### src/rtl/tick_divider_bank_if.sv
// Control and status bundle for tick_divider_bank.
// The master side drives run/sync/divisor-write controls; the slave side
// (the divider bank) returns the per-channel level and tick outputs.
interface tick_divider_bank_if #(
  parameter int NCH = 3,
  parameter int CW  = 26
);
  logic           go;
  logic           sync;
  logic           load;
  logic [3:0]     load_ch;
  logic [CW-1:0]  load_div;
  logic [NCH-1:0] level;
  logic [NCH-1:0] tick;

  modport master (
    output go, sync, load, load_ch, load_div,
    input  level, tick
  );

  modport slave (
    input  go, sync, load, load_ch, load_div,
    output level, tick
  );
endinterface

### src/rtl/tick_divider_bank.sv
// Bank of NCH independent clock-enable generators. Each channel counts
// 0..div and, on reaching div, emits a one-cycle tick and toggles its level.
// Channels can pause or clear while go is low, and a sync strobe realigns
// every channel to phase zero without touching the divisors.
module tick_divider_bank #(
  parameter int                  NCH         = 3,
  parameter int                  CW          = 26,
  parameter logic [NCH*CW-1:0]   DIV_INIT    = {26'd5000000, 26'd5000000, 26'd28100},
  parameter logic [NCH-1:0]      CLR_ON_STOP = 3'b001
) (
  input  logic               clk,
  input  logic               reset,
  tick_divider_bank_if.slave bus
);

  localparam logic [CW-1:0] ONE = CW'(1);

  logic [CW-1:0]  cnt_q [NCH];
  logic [CW-1:0]  cnt_d [NCH];
  logic [CW-1:0]  div_q [NCH];
  logic [CW-1:0]  div_d [NCH];
  logic [NCH-1:0] level_q, level_d;
  logic [NCH-1:0] tick_q,  tick_d;

  // Next-state for every channel: sync > stop > count, with divisor writes
  // applied on top in the same edge.
  always_comb begin
    for (int i = 0; i < NCH; i++) begin
      // NOTE: every output of this block gets a default first, so no path
      // leaves a variable unassigned and no latch is inferred.
      cnt_d[i]   = cnt_q[i];
      div_d[i]   = div_q[i];
      level_d[i] = level_q[i];
      tick_d[i]  = 1'b0;

      if (bus.sync) begin
        cnt_d[i]   = '0;
        level_d[i] = 1'b0;
      end else if (!bus.go) begin
        if (CLR_ON_STOP[i]) begin
          cnt_d[i]   = '0;
          level_d[i] = 1'b0;
        end
      end else if (cnt_q[i] == div_q[i]) begin
        cnt_d[i]   = '0;
        level_d[i] = ~level_q[i];
        tick_d[i]  = 1'b1;
      end else begin
        cnt_d[i] = cnt_q[i] + ONE;
      end

      // The terminal compare above used the old divisor; the new one takes
      // over from the next cycle. A counter that would land beyond the new
      // divisor restarts at zero so it can never run up to the 2^CW wrap.
      if (bus.load && (bus.load_ch == 4'(i))) begin
        div_d[i] = bus.load_div;
        if (cnt_d[i] > bus.load_div) begin
          cnt_d[i] = '0;
        end
      end
    end
  end

  // Channel state registers; divisors return to their build-time values.
  always_ff @(posedge clk or negedge reset) begin
    if (!reset) begin
      for (int i = 0; i < NCH; i++) begin
        // NOTE: the divisor array is a handful of flops, not a RAM, so it is
        // safe and required to reset it to known per-channel values.
        cnt_q[i] <= '0;
        div_q[i] <= DIV_INIT[i*CW +: CW];
      end
      level_q <= '0;
      tick_q  <= '0;
    end else begin
      // NOTE: non-blocking assignments so every register samples the
      // pre-edge state, independent of statement order.
      for (int i = 0; i < NCH; i++) begin
        cnt_q[i] <= cnt_d[i];
        div_q[i] <= div_d[i];
      end
      level_q <= level_d;
      tick_q  <= tick_d;
    end
  end

  assign bus.level = level_q;
  assign bus.tick  = tick_q;

endmodule

### src/flat_wrapper.sv
// flat-port wrapper written by rule: the top's interface ports become plain ports
module tick_divider_bank_flat 
#(
  parameter int                  NCH         = 3,
  parameter int                  CW          = 26,
  parameter logic [NCH*CW-1:0]   DIV_INIT    = {26'd5000000, 26'd5000000, 26'd28100},
  parameter logic [NCH-1:0]      CLR_ON_STOP = 3'b001
)
  (clk, reset, bus_go, bus_sync, bus_load, bus_load_ch, bus_load_div, bus_level, bus_tick);
  tick_divider_bank_if #(.NCH(NCH), .CW(CW)) bus_i ();
  input  logic clk;
  input  logic reset;
  input wire logic [$bits(bus_i.go)-1:0] bus_go;
  input wire logic [$bits(bus_i.sync)-1:0] bus_sync;
  input wire logic [$bits(bus_i.load)-1:0] bus_load;
  input wire logic [$bits(bus_i.load_ch)-1:0] bus_load_ch;
  input wire logic [$bits(bus_i.load_div)-1:0] bus_load_div;
  output wire logic [$bits(bus_i.level)-1:0] bus_level;
  output wire logic [$bits(bus_i.tick)-1:0] bus_tick;
  assign bus_i.go = bus_go;
  assign bus_i.sync = bus_sync;
  assign bus_i.load = bus_load;
  assign bus_i.load_ch = bus_load_ch;
  assign bus_i.load_div = bus_load_div;
  assign bus_level = bus_i.level;
  assign bus_tick = bus_i.tick;
  tick_divider_bank #(.NCH(NCH), .CW(CW), .DIV_INIT(DIV_INIT), .CLR_ON_STOP(CLR_ON_STOP)) u_core (.clk(clk), .reset(reset), .bus(bus_i));
endmodule
### config.mk
export PLATFORM = sky130hd
export DESIGN_NAME = tick_divider_bank_flat
export DESIGN_NICKNAME = d
export VERILOG_FILES = /design/src/rtl/tick_divider_bank_if.sv /design/src/rtl/tick_divider_bank.sv /design/src/flat_wrapper.sv
export SDC_FILE = /design/constraint.sdc
export NUM_CORES = 1
export LEC_CHECK = 0
export CAP_MARGIN = 10
export CORE_MARGIN = 2
export CORE_UTILIZATION = 56
export DETAILED_ROUTE_END_ITERATION = 7
export GPL_TIMING_DRIVEN = 0
export PLACE_DENSITY_LB_ADDON = 0.2
export SLEW_MARGIN = 20
export SYNTH_ARGS = -nofsm -noshare
export SYNTH_HDL_FRONTEND = slang
export SYNTH_SLANG_ARGS = --single-unit
### constraint.sdc
create_clock -name clk -period 4 [get_ports clk]
set_input_delay 1.2 -clock clk [delete_from_list [all_inputs] [get_ports clk]]
set_output_delay 1.2 -clock clk [all_outputs]
set_load 0.05 [all_outputs]
==> results.ini <==
[outcome]
status = completed

[hold_path]
hp-class = flip-flop to flip-flop
min_path_cells = 2

[drt]
wirelength_met1_um = 13120
routedWlPerCell_um = 21.31
top_layer = met4
postRouteAntennaNets = 0
drtIter0Drc = 717
wirelength_um = 30040
drc = 0
met2_length_um = 13470
dr_wl_met3_um = 2201
via_per_inst = 6.270
num_vias = 8840
firstDrtPassIters = 5

[floorplan]
dieArea_mm2 = 0.01914
initial_core_util_pct = 56.65
std_cell_rows = 49
core_mm2 = 0.01784
pin_count = 41
die_h_um = 138.3
die_w_um = 138.3

[clock_tree]
insertion_delay_ns = 0.44
numCtsBuffers = 17
clock-root-buffer = clkbuf_16
cts.sinks = 162
clkTransAtPathRegs_ns = 0.07
cts_max_path_buffers = 2
cts_tree = yes
htree_levels = 4

[worst_setup_path]
critPathKind = input pin to flip-flop
arrival_ns = 4.21
slowest_stage = nor4_4
crit_family = simple AND/OR/NAND/NOR gates
cpPeakStageDelay_ns = 0.35
cpMostUsedCell = buf_4
end_kind = flip-flop
cp_max_fo = 10
cp-start-kind = input pin
path_buf_inv = 5
r2r_cells = 15
path_cells = clkbuf_4 -> buf_8 -> nand3_4 -> nor3_4 -> buf_4 -> nand4_1 -> xor2_1 -> nor2_1 -> ha_1 -> nand4_1 -> nor4_4 -> buf_4 -> a31oi_4 -> buf_4 -> a211oi_2
worst-path-stages = 15
required_ns = 4.33

[timing]
hold_viol_final = 0
max_slew_margin_pct = 50.34
tightest_slew_ns = 0.7387
period_minus_slack_ns = 3.885
max_clock_freq_mhz = 257.4
clock_skew_ns = 0.01123
finalCritPeriodShare_pct = 97.14
timing.final.ws_setup_ns = 0.1146
setup_viol = 0
setup-tns-final_ns = 0
drv_slew = 0

[logic_synthesis]
yosysSeqAreaShare_pct = 40.41
ys_top_cells_by_count = dfrtp_1, xor2_1, nand2_1, nor2_1, ha_1
synth_compound_area_share_pct = 9.272
synth.largest_area_cell = dfrtp_1
synth_area_leaders = dfrtp_1, xor2_1, ha_1
yosysTopAreaCellShare_pct = 34.17
yosysMostFrequentCell = dfrtp_1
synth-simple-area-share_pct = 20.88
synthXorXnorAreaFrac_pct = 13.00
synthFlopType = dfrtp_1
synth_cell_types = 48
synth_fa_ha_area_share_pct = 10.03
syn_inst = 1076
synth_edf_count = 0
synth_fp_nets = 1192
synth_top_family_by_area = simple AND/OR/NAND/NOR gates
muxShareOfSynthArea_pct = 3.120
synthArstFlopShare_pct = 100.0
ys_ff_latch = 162
yosysWarnings = 0
syn_area_mm2 = 0.01011
syn_area_per_cell_um2 = 9.393

[placed_design]
pre_cts_ws_ns = -1.695
hpwl_um = 21190
dp_cells = 1346
place_congestion = 0.9764
io_buffers = 40

[grt]
gr-usage-all-layers_pct = 31.03
grt_overflow = 0
grt_pass1_wl_um = 46240
grt_pass1_vias = 8423
antenna_found_initial = 0
grt_max_degree = 98

[pwr]
leakage_uw = 0.005632
peakVddDrop_uv = 309.8
p_per_area_mw_per_mm2 = 372.7

[layout]
nNetsFinal = 1284
final_cells = 1410
utilization_pct = 68.57
antenna_cells = 0
layout-area-overhead-vs-synth_pct = 21.03
drive_above_1_share_pct = 17.10

[flow_run]
drv_cap = 0

==> layout by cell type, fill, tap and decap left out, types with 38 or more instances in the layout <==
master   instances
inv_1           38
nand4_1         39
ha_1            81
buf_4           38
dfrtp_1        138
nor2_1         101
nor4_1          58
xor2_1         117
o21ai_0         68
nand2_1        101
==> sequential cells by signal (all words and copies together), names as in the netlist <==
signal	count
u_core.bus.level	3
u_core.bus.tick	3
u_core.cnt_q	78
u_core.div_q	78
==> logic make-up (layout without fill, tap and decap cells) <==
kind of cell               Yosys count  in the layout
buffers and inverters               82            187
and+or+nand+nor                    416            416
xor gates and xnor gates           150            150
AOI/OAI and AO/OA                  157            157
adders and majority gates           81             81
muxes                               28             28
DFF                                162            162
==> what timing repair did <==
action / CTS / global route
resized for setup: 59 / 37
setup endpoints to repair: 78 / 78
hold buffers: 0 / 0
pin swaps: 10 / 17
setup buffers: 13 / 19
cloned: 0 / 1
==> per-layer routing <==
metal / up-vias / global-route usage [%]
met2: 403 / 46.14
met5: - / 0
met3: 76 / 5.577
met1: 4331 / 44.46
met4: 0 / 14.23
li1: 4030 / -
==> path summary, 6_finish.rpt <==
check,end,slack (ns),from
setup / recovery,u_core.cnt_q[35],0.11,bus_go
hold / removal,u_core.div_q[22],0.49,u_core.div_q[22]
setup reg to reg,u_core.cnt_q[18],0.17,u_core.cnt_q[5]
hold reg to reg,u_core.div_q[22],0.49,u_core.div_q[22]
max in group asynchronous,u_core.div_q[45],2.45,reset
min in group asynchronous,u_core.cnt_q[4],0.69,reset
==> worst min-delay path, stage by stage (launching register included) <==
cell	delay (ns)
dfstp_2	0.37
nand2_1	0.04
o21ai_0	0.06
==> through the flow <==
| stage | hold WS [ns] | total power [uW] | area, um2 |
|---|---|---|---|
| floorplan | 0.4670 | 2350 | 10150 |
| global placement | 0.4770 | 2597 | 10830 |
| detailed placement | 0.4824 | 2622 | 10870 |
| CTS | 0.4919 | 4515 | 11900 |
| global route | 0.5122 | 4704 | 12230 |
| finish | 0.4856 | 4559 | 12230 |
==> cell type report <==
| class | instances | area [um2] |
|---|---|---|
| Clock inverter | 12 | 227.7 |
| Timing Repair Buffer | 74 | 694.4 |
| Inverter | 38 | 142.6 |
| Buffer | 43 | 285.3 |
| Clock buffer | 20 | 446.7 |
| Sequential cell | 162 | 4084 |
| Multi-Input combinational cell | 832 | 6066 |
| Tap cell | 229 | 286.5 |
| Fill cell | 1338 | 5608 |
==> power by group <==
group | leakage [uW] | total [uW] | switching [uW] | internal, uW
sequential | 0.00210 | 2010 | 154 | 1850
combinational | 0.00321 | 648 | 382 | 267
clock | 0.000325 | 1900 | 711 | 1190
Note: power is estimated with default switching activity, not from simulation.
